===== src/rtl/seg_msg_pkg.sv =====
// Shared types and constants for the scrolling seven-segment message controller.
package seg_msg_pkg;

    localparam int DIGIT_W    = 8;
    localparam int NUM_DIGITS = 8;

    localparam logic [DIGIT_W-1:0] BLANK_CODE_DEF = 8'h00;

    typedef enum logic [1:0] {
        IDLE  = 2'd0,
        SHIFT = 2'd1,
        HOLD  = 2'd2,
        CLEAR = 2'd3
    } seg_state_e;

    // Plain vectors of the enum values so the state register can stay a logic vector.
    localparam logic [1:0] ST_IDLE  = IDLE;
    localparam logic [1:0] ST_SHIFT = SHIFT;
    localparam logic [1:0] ST_HOLD  = HOLD;
    localparam logic [1:0] ST_CLEAR = CLEAR;

endpackage


===== src/rtl/seg_char_fifo.sv =====
// Small synchronous character FIFO with show-ahead head output and a flush input.
module seg_char_fifo
    import seg_msg_pkg::*;
#(
    parameter int DEPTH = 4
) (
    input  logic                   clk_fast,
    input  logic                   rst,
    input  logic                   push,
    input  logic                   pop,
    input  logic                   flush,
    input  logic [DIGIT_W-1:0]     din,
    output logic [DIGIT_W-1:0]     dout,
    output logic [$clog2(DEPTH):0] count,
    output logic                   full,
    output logic                   empty
);

    localparam int AW = $clog2(DEPTH);

    logic [DIGIT_W-1:0] mem_reg [DEPTH];
    logic [AW-1:0]      wr_ptr_reg;
    logic [AW-1:0]      rd_ptr_reg;
    logic [AW:0]        count_reg;
    logic               push_ok;
    logic               pop_ok;

    assign full    = (count_reg == (AW + 1)'(DEPTH));
    assign empty   = (count_reg == '0);
    assign push_ok = push && !full && !flush;
    assign pop_ok  = pop && !empty && !flush;
    assign dout    = mem_reg[rd_ptr_reg];
    assign count   = count_reg;

    always_ff @(posedge clk_fast) begin
        if (push_ok) begin
            mem_reg[wr_ptr_reg] <= din;
        end
    end

    // DEPTH is a power of two, so the pointers wrap naturally.
    always_ff @(posedge clk_fast or posedge rst) begin
        if (rst) begin
            wr_ptr_reg <= '0;
            rd_ptr_reg <= '0;
            count_reg  <= '0;
        end else if (flush) begin
            wr_ptr_reg <= '0;
            rd_ptr_reg <= '0;
            count_reg  <= '0;
        end else begin
            if (push_ok) wr_ptr_reg <= wr_ptr_reg + 1'b1;
            if (pop_ok)  rd_ptr_reg <= rd_ptr_reg + 1'b1;
            if (push_ok && !pop_ok)      count_reg <= count_reg + 1'b1;
            else if (pop_ok && !push_ok) count_reg <= count_reg - 1'b1;
        end
    end

endmodule


===== src/rtl/seg_msg_ctrl.sv =====
// Scroll controller: buffers segment codes and shifts one into the 8-digit display word per tick.
module seg_msg_ctrl
    import seg_msg_pkg::*;
#(
    parameter int                 TICK_DIV   = 50_000_000,
    parameter int                 BLINK_DIV  = 25_000_000,
    parameter int                 FIFO_DEPTH = 4,
    parameter logic [DIGIT_W-1:0] BLANK_CODE = BLANK_CODE_DEF
) (
    input  logic                        clk_fast,
    input  logic                        rst,
    input  logic                        chr_valid,
    input  logic [DIGIT_W-1:0]          chr_code,
    output logic                        chr_ready,
    input  logic                        clr,
    input  logic                        blink_en,
    output logic [63:0]                 disp_word,
    output logic                        busy,
    output logic [$clog2(FIFO_DEPTH):0] fifo_cnt
);

    localparam int TW = (TICK_DIV > 1) ? $clog2(TICK_DIV) : 1;
    localparam int BW = (BLINK_DIV > 1) ? $clog2(BLINK_DIV) : 1;

    logic [1:0]                    state_reg, state_next;
    logic [TW-1:0]                 tick_reg, tick_next;
    logic [BW-1:0]                 blink_cnt_reg;
    logic                          blink_phase_reg;
    logic [DIGIT_W*NUM_DIGITS-1:0] buf_reg;

    logic               fifo_full, fifo_empty;
    logic [DIGIT_W-1:0] fifo_dout;
    logic               push, do_shift, flush, tick_done, blink_done, cursor_off;

    // Ready never looks at chr_valid, so the producer sees no combinational loop.
    assign chr_ready  = !fifo_full && !clr && (state_reg != ST_CLEAR);
    assign push       = chr_valid && chr_ready;
    assign do_shift   = (state_reg == ST_SHIFT) && !clr;
    assign flush      = (state_reg == ST_CLEAR);
    assign tick_done  = (tick_reg == TW'(TICK_DIV - 1));
    assign blink_done = (blink_cnt_reg == BW'(BLINK_DIV - 1));
    assign busy       = (state_reg != ST_IDLE) || !fifo_empty;
    assign cursor_off = blink_en && blink_phase_reg && (state_reg == ST_IDLE);

    seg_char_fifo #(
        .DEPTH (FIFO_DEPTH)
    ) u_fifo (
        .clk_fast (clk_fast),
        .rst      (rst),
        .push     (push),
        .pop      (do_shift),
        .flush    (flush),
        .din      (chr_code),
        .dout     (fifo_dout),
        .count    (fifo_cnt),
        .full     (fifo_full),
        .empty    (fifo_empty)
    );

    always_comb begin
        state_next = state_reg;
        tick_next  = '0;
        if (clr) begin
            state_next = ST_CLEAR;
        end else begin
            case (state_reg)
                ST_IDLE:  if (!fifo_empty) state_next = ST_SHIFT;
                ST_SHIFT: state_next = ST_HOLD;
                ST_HOLD: begin
                    if (tick_done) state_next = fifo_empty ? ST_IDLE : ST_SHIFT;
                    else           tick_next  = tick_reg + 1'b1;
                end
                default:  state_next = ST_IDLE;
            endcase
        end
    end

    always_ff @(posedge clk_fast or posedge rst) begin
        if (rst) begin
            state_reg       <= ST_IDLE;
            tick_reg        <= '0;
            blink_cnt_reg   <= '0;
            blink_phase_reg <= 1'b0;
            buf_reg         <= {NUM_DIGITS{BLANK_CODE}};
        end else begin
            state_reg <= state_next;
            tick_reg  <= tick_next;
            if (blink_done) begin
                blink_cnt_reg   <= '0;
                blink_phase_reg <= !blink_phase_reg;
            end else begin
                blink_cnt_reg <= blink_cnt_reg + 1'b1;
            end
            if (flush)         buf_reg <= {NUM_DIGITS{BLANK_CODE}};
            else if (do_shift) buf_reg <= {buf_reg[DIGIT_W*(NUM_DIGITS-1)-1:0], fifo_dout};
        end
    end

    genvar gi;
    generate
        for (gi = 0; gi < NUM_DIGITS; gi++) begin : g_digit
            if (gi == 0) begin : g_cursor
                assign disp_word[DIGIT_W-1:0] = cursor_off ? BLANK_CODE : buf_reg[DIGIT_W-1:0];
            end else begin : g_plain
                assign disp_word[gi*DIGIT_W +: DIGIT_W] = buf_reg[gi*DIGIT_W +: DIGIT_W];
            end
        end
    endgenerate

endmodule


===== config.mk =====
export PLATFORM = sky130hd
export DESIGN_NAME = seg_msg_ctrl
export DESIGN_NICKNAME = d
export VERILOG_FILES = /design/src/rtl/seg_msg_pkg.sv /design/src/rtl/seg_char_fifo.sv /design/src/rtl/seg_msg_ctrl.sv
export SDC_FILE = /design/constraint.sdc
export NUM_CORES = 1
export LEC_CHECK = 0
export CORE_MARGIN = 8
export CORE_UTILIZATION = 60
export CTS_BUF_LIST = sky130_fd_sc_hd__clkbuf_16
export DETAILED_ROUTE_END_ITERATION = 8
export HOLD_SLACK_MARGIN = 0.06
export PLACE_DENSITY = 0.84
export SYNTH_ARGS = -nofsm -noshare
export SYNTH_HDL_FRONTEND = slang
export SYNTH_SLANG_ARGS = --single-unit

===== constraint.sdc =====
create_clock -name clk_fast -period 7.6 [get_ports clk_fast]
set_input_delay 1.14 -clock clk_fast [delete_from_list [all_inputs] [get_ports clk_fast]]
set_output_delay 1.14 -clock clk_fast [all_outputs]
set_load 0.02 [all_outputs]

; ---- Word level (Yosys, flattened, before mapping)
; Memories as Yosys holds them, arrays and structs flattened.
; Index checks and enable logic that the tools add are counted.
[totals]
n_memories = 1
ff_bits = 125
elab_cells = 73
in_bits = 13
out_inout_bits = 69
mem_bits_rw = 32
[mem_list]
columns = memory, words, word_bits, read_ports, rd_ports_with_merged_regs, wr, line
row1 = u_fifo.mem_reg, 4, 8, 1, 0, 1, seg_char_fifo.sv:21  ; logic [DIGIT_W-1:0] mem_reg [DEPTH];
[op_classes]
muxes = 21
add_sub_neg = 6
reduce_logical = 28
eq_ne = 9
[op_table]
columns = operator, count
row1 = two-way mux 64 bit, 2
row2 = two-way mux 26 bit, 3
row3 = adder 26 x 1 -> 26 bit (second input constant), 1
row4 = == test 26 bit (second input constant), 1
row5 = adder 25 x 1 -> 25 bit (second input constant), 1
row6 = == test 25 bit (second input constant), 1
row7 = two-way mux 25 bit, 1
row8 = two-way mux 2 bit, 7
row9 = logical AND 1 bit, 12
row10 = two-way mux 3 bit, 3
row11 = two-way mux 8 bit, 1
row12 = nonzero test 2 bit, 4
row13 = zero test 1 bit, 7
row14 = inequality test 3 bit (second input constant), 2
row15 = one-hot mux 2 bit (3 select lines), 1
row16 = adder 2 x 1 -> 2 bit (second input constant), 2
row17 = == test 2 bit (second input constant), 2
row18 = adder 3 x 1 -> 3 bit (second input constant), 1
row19 = == test 3 bit (second input constant), 1
row20 = zero test 3 bit, 1
row21 = two-way mux 1 bit, 3
row22 = nonzero test 3 bit, 1
row23 = subtractor 3 x 1 -> 3 bit (second input constant), 1
row24 = == test 2 x 1 -> 1 bit (second input constant), 1
row25 = 4 further kinds, 4

; ---- Depth between registers and ports, before layout
[logic_depth]
ltp_word = 12
depth_mapped = 8
ltp_nobuf = 6

; ---- Cells and area by module
; Synthesis repeated with hierarchy kept, for this count alone.
[hier_totals]
hier_cells = 730
area_unflattened_um2 = 7505.9
[modules_own_cells]
columns = mod, cells_per_inst, instances, area_per_inst_um2, seq_area_each_um2
row1 = seg_msg_ctrl, 626, 1, 5813.1, 2952.8
row2 = seg_char_fifo, 104, 1, 1692.9, 1136.1

; ---- Worst setup path before layout
; No wires, ideal clock.
[synth_timing]
path_type = input port to flip-flop
startpoint = input clr
endpoint = register u_fifo.count_reg[2] (netlist: u_fifo.count[2])
setup_slack_ns = 4.689
setup_time_ns = 0.122
arrival_time_ns = 2.789
cell_stages = 6
required_ns = 7.478
n_path_buf = 0
path_cell_list = or3b_4 > nor2_4 > nor2b_1 > fa_1 > mux4_2 > a32o_1
[synth_between]
elab_chain_len = 9
elab_cells_between_ends = 16
cone_classes = mux (2) / reduce/logical (14)
[synth_lines]
columns = item, line
row1 = "start, declared", seg_msg_ctrl.sv:15  ; input logic clr,
row2 = zero test 1 bit *, "seg_msg_ctrl.sv:36, seg_msg_ctrl.sv:38"
row3 = logical AND 1 bit (2 in a row), seg_msg_ctrl.sv:36  ; assign chr_ready = !fifo_full && !clr && (state_reg != ST_CLEAR);
row4 = logical AND 1 bit, seg_msg_ctrl.sv:37  ; assign push = chr_valid && chr_ready;
row5 = logical AND 1 bit (2 in a row), seg_char_fifo.sv:30  ; assign push_ok = push && !full && !flush;
row6 = logical AND 1 bit / zero test 1 bit (equally long branches), "seg_char_fifo.sv:54, seg_char_fifo.sv:55"
row7 = two-way mux 3 bit / logical AND 1 bit (equally long branches), "seg_char_fifo.sv:54, seg_char_fifo.sv:55"
row8 = two-way mux 3 bit / nonzero test 3 bit (equally long branches), -
row9 = "end signal, assigned", seg_char_fifo.sv:54  ; if (push_ok && !pop_ok) count_reg <= count_reg + 1'b1;
row10 = "end signal, assigned", seg_char_fifo.sv:55  ; else if (pop_ok && !push_ok) count_reg <= count_reg - 1'b1;
row11 = "end, declared", seg_char_fifo.sv:24  ; logic [AW:0] count_reg;
; Mark *: on every way between the ends. The rest lies on a longest branch, timed or not.
; A chain may end at the register's enable or synchronous reset.

; ---- Final worst setup path
[layout_timing]
startpoint = input clr
endpoint = output chr_ready
[layout_between]
elab_chain_len = 3
[layout_lines]
columns = item, line
row1 = zero test 1 bit, seg_msg_ctrl.sv:36
row2 = logical AND 1 bit (2 in a row), seg_msg_ctrl.sv:36
row3 = "end, declared", seg_msg_ctrl.sv:14  ; output logic chr_ready,
; No other way between the ends.

==> reports/results.ini <==
[placed_design]
dp_hpwl_mm=10.04
gp_congestion=0.8476
numPortBuffers=81
placed_cell_area_um2=7669
numPlacedInstances=843

[drt]
dr.pass1.iters=7
drt_wl_total_mm=15.66
num_vias=5067
vias_per_cell=5.791
wire_per_inst_um=17.90
drt_iter0_markers=507
drc=0
ant_nets=0

[clocking]
htreeDepth=4
clk_pin_slew_ns=0.06
clock_sinks=157
cts_buffers=17
postCtsHoldBufs=0
cts_max_path_buffers=2
clkLatencyLatePin_ns=0.43
post_cts_buffers=0
root_buffer=clkbuf_16
post_cts_resized=0
tritoncts=yes

[die]
die_h_um=125.6
start_util_pct=60.80
fp.dieArea_um2=15780
io_pins=82
coreArea_um2=11860
die_width_um=125.6
rows=40

[timing]
fmax_mhz=267.5
hold_violations=0
fin_crit_ns=3.738
max_slew.worst_pin.slew_ns=1.240
tns_ns=0
relSlewSlack_pct=17.06
skew_ns=0.005286
post-route-period-util_pct=49.19
setup_viol_count_final=0
slew_violations=0
rsz0062_at_grt=false

[worst_setup_path]
reg2reg_from=state_reg[0]
crit_path_max_incr_delay_ns=0.64
worstSetupPathType=in -> out
cp_common_cell=clkdlybuf4s50_1
cp_top_family=buffers and inverters
r2r_setup_slack_ns=4.83
setup.worst_path.start_class=primary input
crit_end=chr_ready
arrival_ns=2.60
cp_num_cells=3
end_kind=output pin
crit_start=clr
path_cells=clkdlybuf4s50_1 -> nor3_1 -> clkdlybuf4s50_1
slowest_stage=clkdlybuf4s50_1
crit_fanout=7
rr_worst_depth=6
critPathBufInv=2
cp_data_required_time_ns=6.46
rr_endpoint=u_fifo.count[2]

[grt]
groute.usage.overall_pct=20.74
use_met2_pct=34.52
grt_pass1_wl_mm=26.24
grt_start_max_net_pins=73
grt.busiest_layer=met2
grtUsageMet1_pct=24.59
use_met3_pct=5.823
overflow=0
grt_pass1_vias=5173
antenna_found_initial=0

[pwr]
p_clk_share_pct=42.7
p_total_mw=2.314
seq_power_share_pct=41.6
intPower_mw=1.689
p_sw_uw=625.0
cellPowerDensity_nw_per_um2=276.7
power.leakage_nw=3.714
combPwrFrac_pct=15.7
switching_share_pct=27.01
ir_drop_v=0.0001930

[synth]
async_reset_ff_share_pct=79.62
synth_edf_count=32
yosys_most_used_dff=dfrtp_1
yosys.area.top_type=dfrtp_1
ys_seq_elements=157
synth_area_leaders=dfrtp_1 43%, edfxtp_1 13%, nand2_1 7.8%, nand3_1 6.5%, buf_4 5.8%
yosys.cell_count.top_type=nand2_1
syn_area_um2=7212
ys.warnings.count=0
ys_types=45
avgSynthCellArea_um2=10.30
synth_commonest_cells=149 x nand2_1, 125 x dfrtp_1, 94 x nand3_1
yosysSeqAreaShare_pct=56.70
synth_top_area_share_pct=43.37
syn_inst=700
synth.net_count=720

[finish]
insertedDiodeCount=0
final_cell_count_no_fill=875
finalNetCount=735
syn2layout_area_growth_pct=15.93
fillers=818
multi_input_area_um2=2519
largest_register_ffs=64
drive_above_1_share_pct=7.143
fin_area_um2=8361
utilization_pct=70.49
regArea_um2=4089

[worst_hold_path]
holdCritPathClass=reg -> reg

[outcome]
status=finished clean

[run]
max_cap_violations=0

stage by stage:
| step | hold WS, ns | setup slack [ns] |
|---|---|---|
| global route | 0.4980 | 3.755 |
| global placement | 0.4631 | 3.680 |
| floorplan | 0.4342 | 3.132 |
| finish | 0.4889 | 3.862 |
| CTS | 0.4806 | 3.858 |
| detailed placement | 0.4707 | 3.574 |
how the worst min path moves through the flow:
stage,from,to,slack (ns),cells past startpoint
detailed placement,blink_phase_reg,blink_phase_reg,0.47,1
CTS,blink_phase_reg,blink_phase_reg,0.48,1
global placement,tick_reg[0],tick_reg[0],0.46,1
finish,blink_phase_reg,blink_phase_reg,0.49,1
floorplan,blink_phase_reg,blink_phase_reg,0.43,1
global route,blink_cnt_reg[24],blink_cnt_reg[24],0.50,1
cells in the final DEF (no fill, tap or decap), drive strengths merged, types with 2 or more instances in the layout:
| cell | Yosys | layout |
|---|---|---|
| nand2 | 149 | 149 |
| dfrtp | 125 | 125 |
| nand4 | 8 | 8 |
| nor3 | 9 | 9 |
| inv | 13 | 16 |
| and4 | 3 | 3 |
| nor2b | 10 | 10 |
| or2 | 2 | 2 |
| nand3 | 94 | 94 |
| a22oi | 2 | 2 |
| o31ai | 3 | 3 |
| a21oi | 4 | 4 |
| or3 | 2 | 2 |
| and3 | 5 | 5 |
| nor4 | 9 | 9 |
| xor2 | 32 | 32 |
| buf | 65 | 2 |
| xnor2 | 15 | 15 |
| edfxtp | 32 | 32 |
| nor3b | 2 | 2 |
| clkbuf | 22 | 17 |
| bufinv | 0 | 7 |
| mux4 | 9 | 9 |
| clkdlybuf4s50 | 0 | 81 |
| ha | 6 | 6 |
| nor2 | 57 | 57 |
| o21ai | 4 | 4 |
| nor4b | 2 | 2 |
| clkinvlp | 0 | 5 |
| and2 | 6 | 6 |
layout make-up:
cell class	instances	area share [%]
multi-input combinational	443	30.13
sequential	157	48.91
inverter	13	0.6136
tap	147	2.200
clock buffer	17	5.088
clock inverter	15	3.188
timing repair buffer	83	9.877
cells by family (layout without fill, tap and decap cells):
group / after synthesis / after routing / share of synthesized area [%]
buffers and inverters: 100 / 128 / 8.483
AOI/OAI and AO/OA: 16 / 16 / 1.405
xor gates and xnor gates: 47 / 47 / 5.708
adders and majority gates: 7 / 7 / 1.319
DFF: 157 / 157 / 56.70
muxes: 10 / 10 / 2.949
and+or+nand+nor: 363 / 363 / 23.44
metal layers:
layer  wire [um]  part of all wire, %  vias to the layer above
met4         432                  2.8                        0
met1        6182                   39                     2508
met2        7920                   51                      213
met5           0                    0                        -
li1            -                    -                     2310
met3        1126                  7.2                       36
power groups by stage:
stage / Combinational (mW) / Clock, mW / Sequential (mW)
final: 0.362 / 0.989 / 0.963
after detailed placement: 0.358 / 0 / 0.978
after global placement: 0.346 / 0 / 0.974
after CTS: 0.366 / 0.995 / 0.963
after global routing: 0.397 / 1.03 / 0.969
after floorplan: 0.277 / 0 / 0.955
Note: power is estimated with default switching activity, not from simulation.
